==> src/rtl/mac_sequencer.sv <==
// mac_sequencer: sequences one MAC job (operand fetch, PE drain, result write, done pulse).
// Defining MAC_SEQUENCER_PERF_EN adds perf_cycles, the busy-cycle count of the last completed job.
module mac_sequencer #(
  parameter int A_ADDRWIDTH = 19,
  parameter int W_ADDRWIDTH = 15,
  parameter int O_ADDRWIDTH = 16,
  parameter int LEN_WIDTH   = 16,
  parameter int PE_LAT      = 4
) (
  input  logic                   clk,
  input  logic                   rst,
  input  logic                   start,
  input  logic [A_ADDRWIDTH-1:0] a_base,
  input  logic [W_ADDRWIDTH-1:0] w_base,
  input  logic [O_ADDRWIDTH-1:0] o_dst,
  input  logic [LEN_WIDTH-1:0]   len,
  output logic                   busy,
  output logic                   done,
  output logic                   err,
  output logic                   rd_en,
  output logic [A_ADDRWIDTH-1:0] a_addr,
  output logic [W_ADDRWIDTH-1:0] w_addr,
  output logic                   gate,
  output logic                   acc_clr,
  output logic                   o_we,
`ifdef MAC_SEQUENCER_PERF_EN
  output logic [31:0]            perf_cycles,
`endif
  output logic [O_ADDRWIDTH-1:0] o_addr
);
  typedef enum logic [2:0] {IDLE, FETCH, DRAIN, WRITE, DONE} state_t;
  state_t st_q, st_d;
  logic [LEN_WIDTH-1:0]   len_q, len_d, cnt_q, cnt_d;
  logic [O_ADDRWIDTH-1:0] o_dst_q, o_dst_d, o_addr_q, o_addr_d;
  logic [A_ADDRWIDTH-1:0] a_addr_q, a_addr_d;
  logic [W_ADDRWIDTH-1:0] w_addr_q, w_addr_d;
  logic busy_q, busy_d, done_q, done_d, err_q, err_d, rd_en_q, rd_en_d;
  logic gate_q, gate_d, acc_clr_q, acc_clr_d, o_we_q, o_we_d;
  always_comb begin
    st_d      = st_q;
    len_d     = len_q;
    cnt_d     = cnt_q;
    o_dst_d   = o_dst_q;
    o_addr_d  = o_addr_q;
    a_addr_d  = a_addr_q;
    w_addr_d  = w_addr_q;
    rd_en_d   = 1'b0;
    o_we_d    = 1'b0;
    done_d    = 1'b0;
    err_d     = 1'b0;
    gate_d    = rd_en_q;
    acc_clr_d = rd_en_q && cnt_q == '0;
    case (st_q)
      IDLE: if (start) begin
        if (len != '0) begin
          st_d     = FETCH;
          len_d    = len;
          o_dst_d  = o_dst;
          a_addr_d = a_base;
          w_addr_d = w_base;
          cnt_d    = '0;
          rd_en_d  = 1'b1;
        end else err_d = 1'b1;
      end
      FETCH: if (cnt_q == len_q - LEN_WIDTH'(1)) begin
        st_d  = DRAIN;
        cnt_d = '0;
      end else begin
        cnt_d    = cnt_q + LEN_WIDTH'(1);
        rd_en_d  = 1'b1;
        a_addr_d = a_addr_q + A_ADDRWIDTH'(1);
        w_addr_d = w_addr_q + W_ADDRWIDTH'(1);
      end
      // DRAIN also covers the cycle carrying the last gate, hence PE_LAT+1 cycles
      DRAIN: if (cnt_q == LEN_WIDTH'(PE_LAT)) begin
        st_d     = WRITE;
        o_we_d   = 1'b1;
        o_addr_d = o_dst_q;
      end else cnt_d = cnt_q + LEN_WIDTH'(1);
      WRITE: begin
        st_d   = DONE;
        done_d = 1'b1;
      end
      default: st_d = IDLE;
    endcase
    busy_d = st_d != IDLE;
  end
  always_ff @(posedge clk or posedge rst) begin
    if (rst) begin
      st_q      <= IDLE;
      len_q     <= '0;
      cnt_q     <= '0;
      o_dst_q   <= '0;
      o_addr_q  <= '0;
      a_addr_q  <= '0;
      w_addr_q  <= '0;
      busy_q    <= 1'b0;
      done_q    <= 1'b0;
      err_q     <= 1'b0;
      rd_en_q   <= 1'b0;
      gate_q    <= 1'b0;
      acc_clr_q <= 1'b0;
      o_we_q    <= 1'b0;
    end else begin
      st_q      <= st_d;
      len_q     <= len_d;
      cnt_q     <= cnt_d;
      o_dst_q   <= o_dst_d;
      o_addr_q  <= o_addr_d;
      a_addr_q  <= a_addr_d;
      w_addr_q  <= w_addr_d;
      busy_q    <= busy_d;
      done_q    <= done_d;
      err_q     <= err_d;
      rd_en_q   <= rd_en_d;
      gate_q    <= gate_d;
      acc_clr_q <= acc_clr_d;
      o_we_q    <= o_we_d;
    end
  end
`ifdef MAC_SEQUENCER_PERF_EN
  logic [31:0] cyc_q, cyc_d, perf_q, perf_d;
  always_comb begin
    cyc_d  = st_q == IDLE ? 32'd1 : (&cyc_q ? cyc_q : cyc_q + 32'd1);
    perf_d = done_d ? cyc_d : perf_q;
  end
  always_ff @(posedge clk or posedge rst) begin
    if (rst) begin
      cyc_q  <= '0;
      perf_q <= '0;
    end else begin
      cyc_q  <= cyc_d;
      perf_q <= perf_d;
    end
  end
  assign perf_cycles = perf_q;
`endif
  assign busy    = busy_q;
  assign done    = done_q;
  assign err     = err_q;
  assign rd_en   = rd_en_q;
  assign a_addr  = a_addr_q;
  assign w_addr  = w_addr_q;
  assign gate    = gate_q;
  assign acc_clr = acc_clr_q;
  assign o_we    = o_we_q;
  assign o_addr  = o_addr_q;
endmodule
==> config.mk <==
export PLATFORM = sky130hd
export DESIGN_NAME = mac_sequencer
export DESIGN_NICKNAME = d
export VERILOG_FILES = /design/src/rtl/mac_sequencer.sv
export SDC_FILE = /design/constraint.sdc
export NUM_CORES = 1
export LEC_CHECK = 0
export CAP_MARGIN = 20
export CELL_PAD_IN_SITES_DETAIL_PLACEMENT = 2
export CELL_PAD_IN_SITES_GLOBAL_PLACEMENT = 2
export CORE_MARGIN = 3
export CORE_UTILIZATION = 33
export DETAILED_ROUTE_END_ITERATION = 10
export GPL_TIMING_DRIVEN = 0
export PLACE_DENSITY_LB_ADDON = 0.1
export REMOVE_ABC_BUFFERS = 1
export SYNTH_ARGS = -nofsm -noshare
export SYNTH_HDL_FRONTEND = slang
export SYNTH_SLANG_ARGS = --single-unit
==> constraint.sdc <==
create_clock -name clk -period 9.6 [get_ports clk]
set_input_delay 2.88 -clock clk [delete_from_list [all_inputs] [get_ports clk]]
set_output_delay 2.88 -clock clk [all_outputs]
set_load 0.02 [all_outputs]
Word-level counts from Yosys, hierarchy flattened
Cells that the tools add are included.
- bits in registers: 108
- bits of input ports: 69
- add/subtract/negate cells: 4
- eq/ne operators: 9
- muxes and demuxes: 28
- reductions and logical operators: 11
- operators by type and width (operator ; number):
    16-bit 2-to-1 mux ; 4
    19-bit 2-to-1 mux ; 3
    16-bit one-hot mux with 3 select lines ; 1
    15-bit 2-to-1 mux ; 3
    19-bit one-hot mux with 2 select lines ; 1
    15-bit one-hot mux with 2 select lines ; 1
    19-bit by 1-bit adder with 19-bit output (second input constant) ; 1
    16-bit by 1-bit adder with 16-bit output (second input constant) ; 1
    16-bit equality test ; 1
    16-bit by 3-bit equality test with 1-bit output (second input constant) ; 1
    16-bit logical NOT ; 1
    16-bit nonzero test ; 1
    16-bit by 1-bit subtractor with 16-bit output (second input constant) ; 1
    15-bit by 1-bit adder with 15-bit output (second input constant) ; 1
    3-bit 2-to-1 mux ; 4
    3-bit one-hot mux with 4 select lines ; 1
    1-bit 2-to-1 mux ; 9
    2-bit inequality test (second input constant) ; 4
    4-bit AND reduction ; 2
    3-bit by 2-bit equality test with 1-bit output (second input constant) ; 2
    3-bit nonzero test ; 2
    3-bit by 1-bit equality test with 1-bit output (second input constant) ; 1
    3-bit logical NOT ; 1
    3-bit AND reduction ; 1
    other kinds (4) ; 4

Longest topological paths before layout
- word-level depth: 5
- gate-level depth with buffers: 11
- depth with buffers taken out: 10

Worst setup path before layout
OpenSTA, ideal clock, no wires.
- kind: in2reg
- from: input start
- to: register w_addr_q[2], in the netlist w_addr[2]
- setup time: 0.126 ns
- data arrival time: 4.459 ns
- slack: 5.015 ns
- cell stages on the path: 8
- path buffers: 2
- cells stage by stage: or4b_1 -> nand2b_1 -> clkbuf_1 -> o211a_1 -> a21oi_2 -> buf_6 -> a21boi_1 -> a221o_1
- cells in the longest elaborated chain, start to end: 2
- RTL lines (item ; RTL line ; source):
    from (decl) ; 12 ; input logic start,
    2-bit inequality test (no source line) ; n/a ;
    4-bit AND reduction (no source line) ; n/a ;
    to (signal assigned) ; 111 ; w_addr_q <= w_addr_d;
    to (decl) ; 36 ; logic [W_ADDRWIDTH-1:0] w_addr_q, w_addr_d;
Every way passes these cells.
A chain may end at the register's enable or synchronous reset.

Worst setup path in the final report
- from: input start
- to: register w_addr_q[7], in the netlist w_addr[7]
Same word-level chain as after synthesis.

==> run_results.csv <==
group,metric,value,unit
final_layout,fin_nets,823,
clock_network,cts-hold-fix-buffers,0,
setup_path,arrival,6.13,ns
final_layout,diodes,0,
floorplan,die_w,138,um
global_route,grt-busiest-layer,"met2",
global_route,overflow,0,
floorplan,core,16800,sq um
global_route,grt_pass1_vias,5759,
synth,ys_types,69,
sta,slew_violations,0,
sta,maxSlewHeadroom,0.380,
sta,setup_violations,0,
sta,fmax,0.170,GHz
setup_path,required,9.85,ns
pwr,peakVddDrop,115,uV
drt,drc_errors,0,
drt,wl_per_cell,19.3,um
sta,rsz0062_at_grt,"no",
final_layout,syn2layout_area_growth,32.4,%
worst_hold_path,hold_start,"rd_en",
clock_network,cts_tree,"yes",
setup_path,path_class,"primary input to flip-flop",
synth,synth_area_leaders,"dfrtp_1, nand2_1, a21oi_1",
drt,drt-total-wl,18.8,mm
worst_hold_path,hp-class,"flip-flop to flip-flop",
clock_network,cts_num_sinks,108,
global_route,antenna_found_initial,0,
flow_run,max_cap_violations,0,
floorplan,die_height,138,um
pwr,p_total,0.00216,W
floorplan,start_util,0.341,
placement,numPortBuffers,125,
clock_network,clk_root_buffer_cell,"clkbuf_16",
final_layout,drive_above_1_share,0.0756,
synth,synthCells,639,
setup_path,cp-end-kind,"flip-flop",
worst_hold_path,hold_end,"gate",
worst_hold_path,hold_depth,0,
status,outcome,"completed",
clock_network,post_cts_resized,0,
drt,antenna_left,0,
synth,synth_async_sr_flop_share,1.00,
clock_network,cts.htree.levels,3,
synth,synth_flop_cell,"dfrtp_1",
synth,yosysSeqAreaShare,0.473,
synth,synth_top_cell_area_share,0.473,
synth,yosysWarnings,0,
final_layout,final_common_cell,"nand2_1",
setup_path,rr_startpoint,"st_q[0]",
global_route,gr-usage-met3,0.0606,
sta,worst_slack,3.72,ns
sta,hold_viol_final,0,
setup_path,r2r-end,"w_addr[7]",
sta,setup_tns,0,ns
floorplan,fp-row-count,47,
global_route,grt_pass1_wl,30.9,mm
floorplan,die_area,18900,sq um
pwr,p_leak,3.29,nW
synth,syn-cell-area,5710,sq um
synth,synth_edf_count,0,
setup_path,start_kind,"primary input",
floorplan,io_pins,126,
synth,synth_area_per_cell,8.93,sq um
final_layout,final_cell_mix,"nand2_1, clkdlybuf4s50_1, dfrtp_1",
drt,vias,5235,
drt,dr.pass1.iters,5,
drt,avgViaCountPerCell,5.37,
global_route,grt_use_met2,0.349,
global_route,grt.total_usage,0.207,
clock_network,clk_latency,0.36,ns
clock_network,numCtsBuffers,9,
placement,dpl.hpwl,13.7,mm
setup_path,r2r_slack,5.86,ns
synth,ys_ff_latch,108,
placement,place_congestion,0.787,
sta,skew,0.00920,ns
synth,yosysTopAreaCell,"dfrtp_1",
clock_network,postCtsSetupRepairBufs,0,
global_route,gr-usage-met1,0.261,
sta,min_period,5.88,ns
placement,place_ws,3.29,ns
sta,fin_crit_sh,0.612,
setup_path,crit_fanout,36,
setup_path,ff2ff_path_depth,7,
global_route,grt_max_degree,67,
clock_network,clock_path_buffers,2,
drt,drt_iter0_drc,180,
sta,worst_slew_pin_slew,0.925,ns
clock_network,clk_pin_slew_worst_paths,0.08,ns
final_layout,final_util,0.451,
pwr,power_per_cell_area,286,nW/um^2
registers in the layout, summed over array words and instances (netlist names), 3 cells and up:
signal,cells
o_dst_q,16
a_addr,19
o_addr,16
len_q,16
st_q,3
cnt_q,16
w_addr,15
synthesized netlist by cell type, drive strengths merged (7+ instances only):
| library cell | count |
|---|---|
| inv | 11 |
| nor2b | 7 |
| nor3 | 20 |
| a21oi | 39 |
| o21ai | 24 |
| xor2 | 12 |
| nor2 | 46 |
| nand2 | 155 |
| mux2 | 17 |
| a21boi | 7 |
| nand3 | 23 |
| and3 | 8 |
| clkbuf | 24 |
| nand4 | 16 |
| xnor2 | 20 |
| buf | 9 |
| nor4 | 10 |
| a31oi | 10 |
| dfrtp | 108 |
worst max-delay path, stage by stage:
cell             delay (ns)
clkdlybuf4s50_1        0.49
or4b_1                 0.53
nand2b_2               0.62
o211a_1                0.33
a21oi_4                0.67
buf_16                 0.24
a21boi_1               0.08
a221o_1                0.25
power breakdown:
group | internal, W | switching, W
logic | 0.000427 | 0.000527
clock network | 0.000189 | 0.000204
registers | 0.000608 | 0.000209
worst max-delay path by stage:
stage	start	endpoint	slack, ns
6_report	start	w_addr[7]	3.72
5_1_grt	start	w_addr[7]	3.46
4_1_cts	start	w_addr[7]	3.67
3_5_place_dp	start	w_addr[7]	3.29
3_3_place_gp	start	a_addr[2]	-0.07
2_1_floorplan	start	a_addr[2]	2.68
area by class of cell:
cell class	instances	area (sq um)
sequential	108	2700
clock inverter	7	91.3
timing repair buffer	132	1390
fill	1806	9200
inverter	12	47.5
tap	220	275
multi-input combinational	486	2830
clock buffer	9	225
metrics by stage:
step                      hold slack [ns]  instances  instance area (sq um)
after global placement              0.387        951                   7070
after detailed placement            0.393        958                   7240
after global routing                0.430        974                   7560
after CTS                           0.413        974                   7560
final                               0.405        974                   7560
after floorplan                     0.440        606                   5550
logic make-up (layout without fill, tap and decap cells):
logic type | after synthesis | in the layout | share of synthesized area
adders and majority gates | 5 | 5 | 0.0110
AOI/OAI and AO/OA | 116 | 116 | 0.132
muxes | 19 | 19 | 0.0370
xor gates and xnor gates | 32 | 32 | 0.0491
DFF | 108 | 108 | 0.473
buffers and inverters | 45 | 160 | 0.0364
and+or+nand+nor | 314 | 314 | 0.261
per-layer routing:
metal / vias to the layer above / share of wire
met5: - / 0
met4: 0 / 0.014
met3: 17 / 0.053
met2: 96 / 0.50
met1: 2671 / 0.44
li1: 2451 / -
Power figures use the tool's default switching activity.
